<file path="src/rtl/matmul_tile_scheduler_pkg.sv">
// matmul_sched_pkg: FSM encoding, derived tile sizes and the
// dimension check shared by the tile scheduler files.
package matmul_sched_pkg;

    typedef enum logic [1:0] {
        S_IDLE,
        S_FEED,
        S_DRAIN
    } state_t;

    localparam int CNT_W = 16;

    function automatic int row_size(input int i_outer, input int bs);
        return i_outer / bs;
    endfunction

    function automatic int col_size(input int w_outer, input int bs);
        return w_outer / bs;
    endfunction

    function automatic int inner_steps(input int inner, input int bs);
        return inner / bs;
    endfunction

    function automatic int max_flag(input int i_outer, input int w_outer,
                                    input int bs);
        return row_size(i_outer, bs) * col_size(w_outer, bs);
    endfunction

    function automatic bit dims_ok(input int width, input int bs,
                                   input int inner, input int i_outer,
                                   input int w_outer, input int bram_lat,
                                   input int result_lat);
        return (width > 0) && (bs > 0)
            && (inner >= bs) && (inner % bs == 0)
            && (i_outer >= bs) && (i_outer % bs == 0)
            && (w_outer >= bs) && (w_outer % bs == 0)
            && (bram_lat >= 1) && (result_lat >= 1);
    endfunction

endpackage

</file>
<file path="src/rtl/matmul_tile_scheduler_if.sv">
// Handshake/strobe bundle between the tile scheduler (master) and the
// BRAM ports, MAC array and host (slave). Clock/reset stay outside.
interface matmul_tile_scheduler_if #(
    parameter int IN_ADDR_W  = 14,
    parameter int WB_ADDR_W  = 12,
    parameter int OUT_ADDR_W = 14
);
    logic                  start;
    logic                  ready;
    logic                  done;
    logic                  rd_en;
    logic [IN_ADDR_W-1:0]  in_addrb;
    logic [WB_ADDR_W-1:0]  wb_addrb;
    logic                  mac_en;
    logic                  mac_first;
    logic                  mac_last;
    logic                  out_we;
    logic [OUT_ADDR_W-1:0] out_addra;
    logic [31:0]           cycle_cnt;

    modport master (
        input  start,
        output ready, done, rd_en, in_addrb, wb_addrb,
        output mac_en, mac_first, mac_last,
        output out_we, out_addra, cycle_cnt
    );

    modport slave (
        output start,
        input  ready, done, rd_en, in_addrb, wb_addrb,
        input  mac_en, mac_first, mac_last,
        input  out_we, out_addra, cycle_cnt
    );
endinterface

</file>
<file path="src/rtl/matmul_tile_scheduler_delay_line.sv">
// sched_delay_line: DEPTH-stage shift register, cleared by sync reset.
// Ports: clk, rst_n, i_d (W bits in), o_q (i_d delayed DEPTH cycles).
module sched_delay_line #(
    parameter int DEPTH = 1,
    parameter int W     = 1
) (
    input  logic         clk,
    input  logic         rst_n,
    input  logic [W-1:0] i_d,
    output logic [W-1:0] o_q
);
    logic [W-1:0] r_sh [DEPTH];

    always_ff @(posedge clk) begin
        if (!rst_n) begin
            for (int i = 0; i < DEPTH; i++)
                r_sh[i] <= '0;
        end else begin
            r_sh[0] <= i_d;
            for (int i = 1; i < DEPTH; i++)
                r_sh[i] <= r_sh[i-1];
        end
    end

    assign o_q = r_sh[DEPTH-1];
endmodule

</file>
<file path="src/rtl/matmul_tile_scheduler.sv">
// Tile sequencer for C = I x W: walks blocks (r,c) and inner steps k,
// issues BRAM reads, delayed MAC strobes and one output write per block.
// Ports: clk, rst_n (sync, active low), bus (master modport: start,
// ready, done, rd_en, in/wb addresses, mac_*, out_we/out_addra,
// cycle_cnt). Optional perf counter: define MATMUL_SCHED_PERF_EN.
module matmul_tile_scheduler
    import matmul_sched_pkg::*;
#(
    parameter int WIDTH             = 16,
    parameter int BLOCK_SIZE        = 2,
    parameter int INNER_DIMENSION   = 4,
    parameter int I_OUTER_DIMENSION = 6,
    parameter int W_OUTER_DIMENSION = 6,
    parameter int BRAM_LAT          = 1,
    parameter int RESULT_LAT        = 2,
    parameter int IN_ADDR_W         = 14,
    parameter int WB_ADDR_W         = 12,
    parameter int OUT_ADDR_W        = 14
) (
    input logic clk,
    input logic rst_n,
    matmul_tile_scheduler_if.master bus
);
    localparam int RS = row_size(I_OUTER_DIMENSION, BLOCK_SIZE);
    localparam int CS = col_size(W_OUTER_DIMENSION, BLOCK_SIZE);
    localparam int IS = inner_steps(INNER_DIMENSION, BLOCK_SIZE);
    localparam int MF = max_flag(I_OUTER_DIMENSION,
                                 W_OUTER_DIMENSION, BLOCK_SIZE);
    localparam int MW = 3 + OUT_ADDR_W;
    localparam int OW = 1 + OUT_ADDR_W;

    if (!dims_ok(WIDTH, BLOCK_SIZE, INNER_DIMENSION,
                 I_OUTER_DIMENSION, W_OUTER_DIMENSION,
                 BRAM_LAT, RESULT_LAT)) begin : g_bad_dims
        $error("matmul_tile_scheduler: bad dimensions or latencies");
    end

    state_t                r_state;
    logic [CNT_W-1:0]      r_r, r_c, r_k;
    logic                  r_ready, r_done;
    logic                  r_rd_en, r_first, r_last;
    logic [IN_ADDR_W-1:0]  r_in_addr;
    logic [WB_ADDR_W-1:0]  r_wb_addr;
    logic [OUT_ADDR_W-1:0] r_flag;

    logic                  w_k_end, w_c_end, w_r_end, w_fin;
    logic [CNT_W-1:0]      w_nk, w_nc, w_nr;
    logic [MW-1:0]         w_mac_d, w_mac_q;
    logic [OW-1:0]         w_out_d, w_out_q;
    logic                  w_mac_last, w_final;
    logic [OUT_ADDR_W-1:0] w_mac_flag;

    always_comb begin
        w_k_end = (r_k == CNT_W'(IS - 1));
        w_c_end = (r_c == CNT_W'(CS - 1));
        w_r_end = (r_r == CNT_W'(RS - 1));
        w_fin   = w_k_end && w_c_end && w_r_end;
        w_nk    = w_k_end ? '0 : r_k + 1'b1;
        w_nc    = r_c;
        w_nr    = r_r;
        if (w_k_end) begin
            w_nc = w_c_end ? '0 : r_c + 1'b1;
            if (w_c_end)
                w_nr = r_r + 1'b1;
        end
    end

    // Block index rides with the strobes so out_addra matches out_we.
    assign w_mac_d = {r_rd_en, r_first, r_last, r_flag};

    sched_delay_line #(.DEPTH(BRAM_LAT), .W(MW)) u_mac_dly (
        .clk   (clk),
        .rst_n (rst_n),
        .i_d   (w_mac_d),
        .o_q   (w_mac_q)
    );

    assign w_mac_last = w_mac_q[MW-3];
    assign w_mac_flag = w_mac_q[OUT_ADDR_W-1:0];
    assign w_out_d    = {w_mac_last, w_mac_last ? w_mac_flag : '0};

    sched_delay_line #(.DEPTH(RESULT_LAT), .W(OW)) u_out_dly (
        .clk   (clk),
        .rst_n (rst_n),
        .i_d   (w_out_d),
        .o_q   (w_out_q)
    );

    assign w_final = w_out_q[OUT_ADDR_W]
        && (w_out_q[OUT_ADDR_W-1:0] == OUT_ADDR_W'(MF - 1));

    always_ff @(posedge clk) begin
        if (!rst_n) begin
            r_state   <= S_IDLE;
            r_ready   <= 1'b1;
            r_done    <= 1'b0;
            r_rd_en   <= 1'b0;
            r_first   <= 1'b0;
            r_last    <= 1'b0;
            r_r       <= '0;
            r_c       <= '0;
            r_k       <= '0;
            r_in_addr <= '0;
            r_wb_addr <= '0;
            r_flag    <= '0;
        end else begin
            r_done <= 1'b0;
            unique case (r_state)
                S_IDLE: begin
                    if (bus.start) begin
                        r_state   <= S_FEED;
                        r_ready   <= 1'b0;
                        r_rd_en   <= 1'b1;
                        r_first   <= 1'b1;
                        r_last    <= (IS == 1);
                        r_r       <= '0;
                        r_c       <= '0;
                        r_k       <= '0;
                        r_in_addr <= '0;
                        r_wb_addr <= '0;
                        r_flag    <= '0;
                    end
                end
                S_FEED: begin
                    if (w_fin) begin
                        r_state   <= S_DRAIN;
                        r_rd_en   <= 1'b0;
                        r_first   <= 1'b0;
                        r_last    <= 1'b0;
                        r_in_addr <= '0;
                        r_wb_addr <= '0;
                        r_flag    <= '0;
                    end else begin
                        r_k       <= w_nk;
                        r_c       <= w_nc;
                        r_r       <= w_nr;
                        r_first   <= (w_nk == '0);
                        r_last    <= (w_nk == CNT_W'(IS - 1));
                        r_in_addr <= IN_ADDR_W'(w_nr * IS + w_nk);
                        r_wb_addr <= WB_ADDR_W'(w_nc * IS + w_nk);
                        r_flag    <= OUT_ADDR_W'(w_nr * CS + w_nc);
                    end
                end
                S_DRAIN: begin
                    if (w_final) begin
                        r_state <= S_IDLE;
                        r_ready <= 1'b1;
                        r_done  <= 1'b1;
                    end
                end
                default: r_state <= S_IDLE;
            endcase
        end
    end

    assign bus.ready     = r_ready;
    assign bus.done      = r_done;
    assign bus.rd_en     = r_rd_en;
    assign bus.in_addrb  = r_in_addr;
    assign bus.wb_addrb  = r_wb_addr;
    assign bus.mac_en    = w_mac_q[MW-1];
    assign bus.mac_first = w_mac_q[MW-2];
    assign bus.mac_last  = w_mac_last;
    assign bus.out_we    = w_out_q[OUT_ADDR_W];
    assign bus.out_addra = w_out_q[OUT_ADDR_W-1:0];

`ifdef MATMUL_SCHED_PERF_EN
    logic [31:0] r_cycle_cnt;

    always_ff @(posedge clk) begin
        if (!rst_n)
            r_cycle_cnt <= '0;
        else if (r_state == S_IDLE) begin
            if (bus.start)
                r_cycle_cnt <= '0;
        end else
            r_cycle_cnt <= r_cycle_cnt + 32'd1;
    end

    assign bus.cycle_cnt = r_cycle_cnt;
`else
    assign bus.cycle_cnt = '0;
`endif
endmodule

</file>
<file path="src/flat_wrapper.sv">
// flat-port wrapper written by rule: the top's interface ports become plain ports
module matmul_tile_scheduler_flat import matmul_sched_pkg::*;
#(
    parameter int WIDTH             = 16,
    parameter int BLOCK_SIZE        = 2,
    parameter int INNER_DIMENSION   = 4,
    parameter int I_OUTER_DIMENSION = 6,
    parameter int W_OUTER_DIMENSION = 6,
    parameter int BRAM_LAT          = 1,
    parameter int RESULT_LAT        = 2,
    parameter int IN_ADDR_W         = 14,
    parameter int WB_ADDR_W         = 12,
    parameter int OUT_ADDR_W        = 14
)
  (clk, rst_n, bus_start, bus_ready, bus_done, bus_rd_en, bus_in_addrb, bus_wb_addrb, bus_mac_en, bus_mac_first, bus_mac_last, bus_out_we, bus_out_addra, bus_cycle_cnt);
  matmul_tile_scheduler_if #(.IN_ADDR_W(IN_ADDR_W), .WB_ADDR_W(WB_ADDR_W), .OUT_ADDR_W(OUT_ADDR_W)) bus_i ();
  input logic clk;
  input logic rst_n;
  input wire logic [$bits(bus_i.start)-1:0] bus_start;
  output wire logic [$bits(bus_i.ready)-1:0] bus_ready;
  output wire logic [$bits(bus_i.done)-1:0] bus_done;
  output wire logic [$bits(bus_i.rd_en)-1:0] bus_rd_en;
  output wire logic [$bits(bus_i.in_addrb)-1:0] bus_in_addrb;
  output wire logic [$bits(bus_i.wb_addrb)-1:0] bus_wb_addrb;
  output wire logic [$bits(bus_i.mac_en)-1:0] bus_mac_en;
  output wire logic [$bits(bus_i.mac_first)-1:0] bus_mac_first;
  output wire logic [$bits(bus_i.mac_last)-1:0] bus_mac_last;
  output wire logic [$bits(bus_i.out_we)-1:0] bus_out_we;
  output wire logic [$bits(bus_i.out_addra)-1:0] bus_out_addra;
  output wire logic [$bits(bus_i.cycle_cnt)-1:0] bus_cycle_cnt;
  assign bus_i.start = bus_start;
  assign bus_ready = bus_i.ready;
  assign bus_done = bus_i.done;
  assign bus_rd_en = bus_i.rd_en;
  assign bus_in_addrb = bus_i.in_addrb;
  assign bus_wb_addrb = bus_i.wb_addrb;
  assign bus_mac_en = bus_i.mac_en;
  assign bus_mac_first = bus_i.mac_first;
  assign bus_mac_last = bus_i.mac_last;
  assign bus_out_we = bus_i.out_we;
  assign bus_out_addra = bus_i.out_addra;
  assign bus_cycle_cnt = bus_i.cycle_cnt;
  matmul_tile_scheduler #(.WIDTH(WIDTH), .BLOCK_SIZE(BLOCK_SIZE), .INNER_DIMENSION(INNER_DIMENSION), .I_OUTER_DIMENSION(I_OUTER_DIMENSION), .W_OUTER_DIMENSION(W_OUTER_DIMENSION), .BRAM_LAT(BRAM_LAT), .RESULT_LAT(RESULT_LAT), .IN_ADDR_W(IN_ADDR_W), .WB_ADDR_W(WB_ADDR_W), .OUT_ADDR_W(OUT_ADDR_W)) u_core (.clk(clk), .rst_n(rst_n), .bus(bus_i));
endmodule
</file>
<file path="config.mk">
export PLATFORM = sky130hd
export DESIGN_NAME = matmul_tile_scheduler_flat
export DESIGN_NICKNAME = d
export VERILOG_FILES = /design/src/rtl/matmul_tile_scheduler_pkg.sv /design/src/rtl/matmul_tile_scheduler_if.sv /design/src/rtl/matmul_tile_scheduler_delay_line.sv /design/src/rtl/matmul_tile_scheduler.sv /design/src/flat_wrapper.sv
export SDC_FILE = /design/constraint.sdc
export NUM_CORES = 1
export LEC_CHECK = 0
export CORE_ASPECT_RATIO = 0.6
export CORE_UTILIZATION = 62
export CTS_CLUSTER_DIAMETER = 60
export DETAILED_ROUTE_END_ITERATION = 16
export GPL_TIMING_DRIVEN = 0
export PLACE_DENSITY_LB_ADDON = 0.15
export SYNTH_ARGS = -nofsm -noshare
export SYNTH_HDL_FRONTEND = slang
export SYNTH_SLANG_ARGS = --single-unit
</file>
<file path="constraint.sdc">
create_clock -name clk -period 13.49 [get_ports clk]
set_input_delay 2.0235 -clock clk [delete_from_list [all_inputs] [get_ports clk]]
set_output_delay 2.0235 -clock clk [all_outputs]
set_load 0.05 [all_outputs]
</file>
==> summary.md, run 1 <==
• **min-delay worst type** register to register
• **total setup violations reported at the end of the flow** 0
• **worst flop-to-flop path startpoint** u_core.r_k[0]$_SDFFE_PN0P_
• **Comb power frac** 0.088
• **endpoint type of the worst setup path** register
• **Max Clock Skew** 0.0104 ns
• **Final Slew Violations** 0
• **TritonCTS clock tree** built
• **global routing met2 resource utilization** 0.474
• **M1 GR Usage** 0.498
• **synthesized area** 7840 um^2
• **maximum number of buffers from clock root to sink** 2
• **worst-margin pin slew** 0.965 ns
• **area of the core** 12,200 um^2
• **predominant post-synthesis flop cell** sky130_fd_sc_hd__dfxtp_1
• **multiplexer share of the synthesized area** 0.00128
• **total global routing track utilization** 0.340
• **total power divided by cell area** 104 nW/um^2
• **minimum clock period after layout** 5.73 ns
• **Final HPWL DP** 15,900 um
• **H-tree depth reported by CTS** 4
• **maximum vdd ir drop** 0.104 mV
• **total wire length** 21,400 um
• **Fin. Hold Viols** 0
• **last weighted congestion value of the routability-driven placer** 0.983
• **via count** 6,971
• **DRT iter0 DRCs** 845
• **warnings from Yosys** 0
• **setup repair after global routing missed its margin** no
• **area fraction in and, or, nand and nor cells after synthesis** 0.223
• **average detailed-routed wire length per instance** 18.1 um
• **post-CTS sizing** 0
• **number of nets with antenna violations after detailed routing** 0
• **CTS Hold Bufs** 0
• **vias in the first global route** 6,025
• **Skew-Pair Late Insertion Delay** 0.43 ns
• **remaining max-slew budget at the tightest pin** 0.352
• **most common cell in the netlist** sky130_fd_sc_hd__dfxtp_1
• **sequential-to-total area share from yosys stat** 0.360
• **data arrival time of the critical path** 6.06 ns
• **P_int** 685 uW
• **max-cap viol count** 0
• **post-route standard cell area excluding fillers** 9220 um^2
• **die span in y** 89.1 um
• **final layout net count** 1,062
• **Ports** 82
• **NetSw** 269 uW
• **outcome** finished clean
• **wire length of the first global-routing pass** 33,300 um
• **die footprint** 13,100 um^2
• **FMAX** 175 MHz
• **maximum net fanout on the critical path** 9
• **fin util** 0.757
• **DRC** 0
• **worst setup path category** register to register
• **antenna violations before repair** 0
• **min setup slack post-route** 7.76 ns
• **beginning of the critical path** u_core.r_k[0]$_SDFFE_PN0P_
• **Via-to-Cell Ratio** 5.89
• **Post-Place Cell Area** 8650 um^2
• **period utilization** 0.425
• **total negative setup slack** 0 ns
• **synthesized-area fraction occupied by ao, oa, aoi and oai cells** 0.155
• **start point of the worst min-delay path** u_core.u_out_dly.r_sh[0][12]$_SDFF_PN0_
• **average cell area after synthesis** 8.64 um^2
• **I/O Buffers** 49
• **CP required** 13.82 ns
• **adder-cell area share of the yosys netlist** 0.0932
• **effective utilization at floorplan** 0.644
• **ratio of cells with drive above 1 in the final layout** 0.103
• **largest cells by area after synthesis** sky130_fd_sc_hd__dfxtp_1 36%, sky130_fd_sc_hd__ha_1 7.0%, sky130_fd_sc_hd__xnor2_1 5.1%
• **Clk pin slew, worst setup/hold paths** 0.07 ns
• **total clock buffers created by CTS** 17
• **Switching Share** 0.282
• **async set or reset register ratio after synthesis** 0
• **library cell with the largest summed area after synthesis** sky130_fd_sc_hd__dfxtp_1
• **root buffer cell** sky130_fd_sc_hd__clkbuf_16
• **Rows** 31
• **synth cell count leaders** 141 x sky130_fd_sc_hd__dfxtp_1, 79 x sky130_fd_sc_hd__nand2_1, 71 x sky130_fd_sc_hd__nor2_1, 58 x sky130_fd_sc_hd__o21ai_0, 47 x sky130_fd_sc_hd__buf_4
• **Netlist cell types** 72
• **Post-Synthesis Cells** 907
• **sum of overflow across all layers after global routing** 0
• **dominant combinational cell family by area after synthesis** simple AND/OR/NAND/NOR gates
• **synthesis-to-finish area growth** 17.6%
• **XOR/XNOR Fraction of Synth Area** 0.0816
• **post-synthesis sequential element count** 141
• **ANT cells** 0
• **die boundary width** 147 um
• **number of placed instances with taps included** 1,152
• **fraction of post-synthesis cell area in the top cell type by area** 0.360
• **TritonCTS Sinks** 141
• **Top Usage Layer GRT** met1
• **register share of total power** 0.443
• **Post-Place Setup Slack** 8.14 ns
• **critical path startpoint category** register
• **first-pass detailed-route iteration total** 5
• **Post-Route Hold Slack** 0.432 ns
• **final standard cell count with taps included and fillers excluded** 1,184
• **number of flops mapped to enable cells by yosys** 0
• **pin count of the biggest net entering global routing** 17
• **reported leakage power** 4.02 nW
• **Setup Buffers After CTS** 0
• **fraction of power consumed by the clock network** 0.469
• **GR Util met3** 0.0949
• **Total Power Consumption** 954 uW
==> cell families after synthesis <==
logic type	Yosys count
AND/OR/NAND/NOR	317
AO/OA/AOI/OAI	192
flip-flops	141
buffers and inverters	129
XOR/XNOR	73
adder cells (fa/ha/maj)	53
other	1
multiplexers	1
==> sequential cells by signal (all words and copies together), names as in the netlist <==
signal / cells
u_core.r_first: 1
u_core.r_k: 16
u_core.r_flag: 14
u_core.u_mac_dly.r_sh: 17
u_core.r_state: 2
u_core.bus.wb_addrb: 12
u_core.bus.rd_en: 1
u_core.bus.done: 1
u_core.bus.ready: 1
u_core.r_r: 16
u_core.r_last: 1
u_core.u_out_dly.r_sh: 30
u_core.bus.in_addrb: 13
u_core.r_c: 16
==> routing by layer <==
layer,routed length [um],up-vias
li1,-,3288
met5,0,-
met2,8200,434
met4,498,0
met1,9560,3200
met3,3140,49
==> power groups by stage <==
| stage | sequential (mW) | clock [mW] | combinational (mW) |
|---|---|---|---|
| after floorplan | 0.437 | 0 | 0.0542 |
| after global placement | 0.432 | 0 | 0.0804 |
| after detailed placement | 0.432 | 0 | 0.0807 |
| after CTS | 0.423 | 0.449 | 0.0810 |
| after global routing | 0.423 | 0.467 | 0.0877 |
| final | 0.423 | 0.448 | 0.0838 |
==> critical path, cell delays in order (launching register included) <==
cell,delay [ns]
sky130_fd_sc_hd__dfxtp_1,0.56
sky130_fd_sc_hd__ha_1,0.22
sky130_fd_sc_hd__nor4b_4,0.32
sky130_fd_sc_hd__nand4_2,0.22
sky130_fd_sc_hd__nor2_1,0.48
sky130_fd_sc_hd__nand2_1,0.14
sky130_fd_sc_hd__xor2_1,0.55
sky130_fd_sc_hd__xor2_1,0.16
sky130_fd_sc_hd__ha_1,0.22
sky130_fd_sc_hd__o21bai_1,0.18
sky130_fd_sc_hd__ha_1,0.36
sky130_fd_sc_hd__nor2b_1,0.15
sky130_fd_sc_hd__o21ai_0,0.22
sky130_fd_sc_hd__a21boi_0,0.18
sky130_fd_sc_hd__o21ai_0,0.29
sky130_fd_sc_hd__a21boi_0,0.21
sky130_fd_sc_hd__o21ai_0,0.37
sky130_fd_sc_hd__a21oi_1,0.18
sky130_fd_sc_hd__or3_1,0.34
sky130_fd_sc_hd__a32o_1,0.26
==> area by class of cell <==
| cell class | count | area [um^2] |
|---|---|---|
| multi-input cells | 668 | 4460 |
| well taps | 165 | 206 |
| plain buffers | 84 | 502 |
| repair buffers | 49 | 490 |
| flip-flops and latches | 141 | 2820 |
| inverters | 45 | 169 |
| clock inverters | 14 | 124 |
| clock buffers | 18 | 439 |
| fillers | 912 | 2960 |
==> final timing paths <==
path / endpoint / slack, ns / cells past startpoint
setup reg to reg: u_core.r_flag[11]$_SDFFE_PN0P_ / 7.76 / 19
hold / removal: u_core.u_out_dly.r_sh[0][27]$_SDFF_PN0_ / 0.43 / 1
hold reg to reg: u_core.u_out_dly.r_sh[0][27]$_SDFF_PN0_ / 0.43 / 1
setup / recovery: u_core.r_flag[11]$_SDFFE_PN0P_ / 7.76 / 19
==> placed cells by master (no fill, tap or decap), types with 5 or more instances in the layout <==
cell and n:
sky130_fd_sc_hd__and3_1 21, sky130_fd_sc_hd__and4_1 5, sky130_fd_sc_hd__nand2b_1 6, sky130_fd_sc_hd__a31oi_1 8, sky130_fd_sc_hd__a22oi_1 11, sky130_fd_sc_hd__inv_6 5
sky130_fd_sc_hd__a21oi_1 42, sky130_fd_sc_hd__o21ai_0 58, sky130_fd_sc_hd__a22o_1 17, sky130_fd_sc_hd__nand3_1 33, sky130_fd_sc_hd__xor2_1 27, sky130_fd_sc_hd__conb_1 32
sky130_fd_sc_hd__clkbuf_1 31, sky130_fd_sc_hd__nand2_1 79, sky130_fd_sc_hd__xnor2_1 46, sky130_fd_sc_hd__fa_1 9, sky130_fd_sc_hd__o31ai_1 12, sky130_fd_sc_hd__ha_1 44
sky130_fd_sc_hd__a21o_1 8, sky130_fd_sc_hd__o21bai_1 8, sky130_fd_sc_hd__clkdlybuf4s50_1 49, sky130_fd_sc_hd__and2_1 37, sky130_fd_sc_hd__inv_1 44, sky130_fd_sc_hd__nor2_1 71
sky130_fd_sc_hd__nor3_1 12, sky130_fd_sc_hd__nor4_1 7, sky130_fd_sc_hd__nand4_1 12, sky130_fd_sc_hd__clkbuf_16 17, sky130_fd_sc_hd__dfxtp_1 141, sky130_fd_sc_hd__buf_4 47
Note: power is estimated with default switching activity, not from simulation.
==> run 2, diff against run 1 <==
Settings changed: CORE_UTILIZATION 62 to 57.
Clock period 13.49 ns to 5.9 ns, I/O delays scaled along.
==> summary.md, run 2 (synthesis results as in run 1) <==
• **outcome** finished clean
• **minimum clock period after layout** 5.53 ns, -0.204 ns
• **critical-path cell with the highest stage delay** sky130_fd_sc_hd__dfxtp_1
• **last weighted congestion value of the routability-driven placer** 0.965, -1.8%
• **setup repair after global routing missed its margin** no
• **Rows** 32, +3.2%
• **maximum vdd ir drop** 0.206 mV, +98%
• **root buffer cell** sky130_fd_sc_hd__clkbuf_16
• **die boundary width** 153 um, +4.2%
• **Final HPWL DP** 16,200 um, +1.7%
• **critical path startpoint category** register
• **die span in y** 92.8 um, +4.2%
• **Final Slew Violations** 0, unchanged
• **Reg with most FFs** u_core.u_out_dly.r_sh
• **sum of overflow across all layers after global routing** 0, unchanged
• **P_int** 1.76 mW, +160%
• **Ports** 82, unchanged
• **die footprint** 14,200 um^2, +8.6%
• **TritonCTS Sinks** 141, unchanged
• **max-cap viol count** 0, unchanged
• **worst setup path category** register to register
• **cell with the most instances on the worst path** sky130_fd_sc_hd__ha_1
• **DRC** 0, unchanged
• **H-tree depth reported by CTS** 4, unchanged
• **list of cells traversed by the critical path** ha_1 -> nor4b_4 -> and4_1 -> buf_2 -> nand2_1 -> nor2_1 -> and3_1 -> clkbuf_1 -> xnor2_1 -> xnor2_1 -> ha_1 -> ha_1 -> a21boi_0 -> o21ai_0 -> a21boi_0 -> o21ai_0 -> a21oi_1 -> or3_1 -> a32o_1
• **Crit path max-delay family** compound AO/OA/AOI/OAI gates
• **post-route standard cell area excluding fillers** 9320 um^2, +1.1%
• **CP required** 6.22 ns, -7.60 ns
• **Fin. Hold Viols** 0, unchanged
• **remaining max-slew budget at the tightest pin** 0.352, about the same
• **area of the core** 13,100 um^2, +7.8%
• **vias in the first global route** 6,207, +3.0%
• **reported leakage power** 4.06 nW, +1.2%
• **total global routing track utilization** 0.321, -0.0182
• **Bufs and invs on worst path** 2, +2
• **total power divided by cell area** 254 nW/um^2, +140%
• **Comb power frac** 0.081, -0.007
• **wire length of the first global-routing pass** 34,700 um, +4.2%
• **data arrival time of the critical path** 5.84 ns, -0.22 ns
• **Skew-Pair Late Insertion Delay** 0.43 ns, about the same
• **Via-to-Cell Ratio** 5.77, -2.1%
• **DRT iter0 DRCs** 854, +1.1%
• **Post-Place Cell Area** 8660 um^2, about the same
• **average detailed-routed wire length per instance** 18.3 um, +1.3%
• **TritonCTS clock tree** built
• **most frequent cells in the layout** 141 x sky130_fd_sc_hd__dfxtp_1, 79 x sky130_fd_sc_hd__nand2_1, 70 x sky130_fd_sc_hd__nor2_1
• **total negative setup slack** 0 ns, unchanged
• **FMAX** 181 MHz, +3.7%
• **register share of total power** 0.409, -0.034
• **total wire length** 21,700 um, +1.6%
• **effective utilization at floorplan** 0.597, -0.0467
• **max reg flops** 30, unchanged
• **Switching Share** 0.254, -0.0276
• **total setup violations reported at the end of the flow** 0, unchanged
• **Clk pin slew, worst setup/hold paths** 0.06 ns, about the same
• **maximum net fanout on the critical path** 9, unchanged
• **antenna violations before repair** 0, unchanged
• **final layout net count** 1,062, unchanged
• **first-pass detailed-route iteration total** 8, +3
• **fraction of power consumed by the clock network** 0.510, +0.041
• **Max Clock Skew** 0.0122 ns, +0.00180 ns
• **CTS Hold Bufs** 0, unchanged
• **worst-margin pin slew** 0.960 ns, -0.00521 ns
• **endpoint type of the worst setup path** register
• **total clock buffers created by CTS** 17, unchanged
• **synthesis-to-finish area growth** 18.9%
• **I/O Buffers** 49, unchanged
• **NetSw** 601 uW, +120%
• **ANT cells** 0, unchanged
• **pin count of the biggest net entering global routing** 17, unchanged
• **number of nets with antenna violations after detailed routing** 0, unchanged
• **ratio of cells with drive above 1 in the final layout** 0.103, about the same
• **maximum number of buffers from clock root to sink** 2, unchanged
• **most common cell after layout, fill and taps aside** sky130_fd_sc_hd__dfxtp_1
• **Post-Route Hold Slack** 0.427 ns, -0.00512 ns
• **period utilization** 0.937, +0.512
• **min-delay worst type** register to register
• **Max stage delay on crit path** 0.55 ns, about the same
• **via count** 6,851, -1.7%
• **largest registers in the final layout** u_core.u_out_dly.r_sh (30), u_core.u_mac_dly.r_sh (17)
## run 2: changes by cell type in the layout (fill, tap and decap cells not counted)
| cell | change |
|---|---|
| sky130_fd_sc_hd__inv_8 | -1 |
| sky130_fd_sc_hd__clkinvlp_4 | -2 |
| sky130_fd_sc_hd__bufinv_16 | +5 |
| sky130_fd_sc_hd__nor2_1 | -1 |
| sky130_fd_sc_hd__inv_6 | -1 |
| sky130_fd_sc_hd__nor2_2 | +1 |
| sky130_fd_sc_hd__clkinv_4 | -1 |
| sky130_fd_sc_hd__clkbuf_8 | -1 |
## run 2: path summary, 6_finish.rpt
path	from	slack (ns)	cells past startpoint	to
worst max-delay path	u_core.r_k[0]$_SDFFE_PN0P_	0.37	19	u_core.r_flag[11]$_SDFFE_PN0P_
worst min-delay path	u_core.u_out_dly.r_sh[0][0]$_SDFF_PN0_	0.43	1	u_core.u_out_dly.r_sh[0][15]$_SDFF_PN0_
worst max register to register	u_core.r_k[0]$_SDFFE_PN0P_	0.37	19	u_core.r_flag[11]$_SDFFE_PN0P_
worst min register to register	u_core.u_out_dly.r_sh[0][0]$_SDFF_PN0_	0.43	1	u_core.u_out_dly.r_sh[0][15]$_SDFF_PN0_
## run 2: area by class of cell
class	instances	area, um^2
plain buffers	84	502
clock buffers	17	425
clock inverters	14	230
fillers	1074	3820
inverters	45	169
multi-input cells	668	4460
flip-flops and latches	141	2820
well taps	170	213
repair buffers	49	490
## run 2: power groups by stage
stage | Clock [mW] | Combinational, mW | Sequential (mW)
floorplan | 0 | 0.124 | 0.999
global placement | 0 | 0.183 | 0.987
detailed placement | 0 | 0.184 | 0.987
CTS | 1.21 | 0.186 | 0.966
global route | 1.25 | 0.201 | 0.967
finish | 1.21 | 0.191 | 0.966
## run 2: layer usage
| layer | vias to the layer above | track usage | routed length, um |
|---|---|---|---|
| li1 | 3293 | - | - |
| met1 | 3145 | 0.494 | 10600 |
| met2 | 373 | 0.434 | 8200 |
| met3 | 40 | 0.0805 | 2570 |
| met4 | 0 | 0.0850 | 337 |
| met5 | - | 0 | 0 |
## run 2: timing repair
| action | CTS | global route |
|---|---|---|
| resized for setup | 0 | 1 |
| buffers inserted | 0 | 0 |
| setup endpoints to repair | 0 | 1 |
## run 2: stage by stage
step,instances,power [mW],utilization,worst slack (ns)
after floorplan,938,1.12,-,1.60
after global placement,1157,1.17,0.659,0.549
after detailed placement,1157,1.17,0.659,0.578
after CTS,1188,2.36,0.709,0.544
after global routing,1188,2.42,0.709,0.146
final,1188,2.36,0.709,0.375
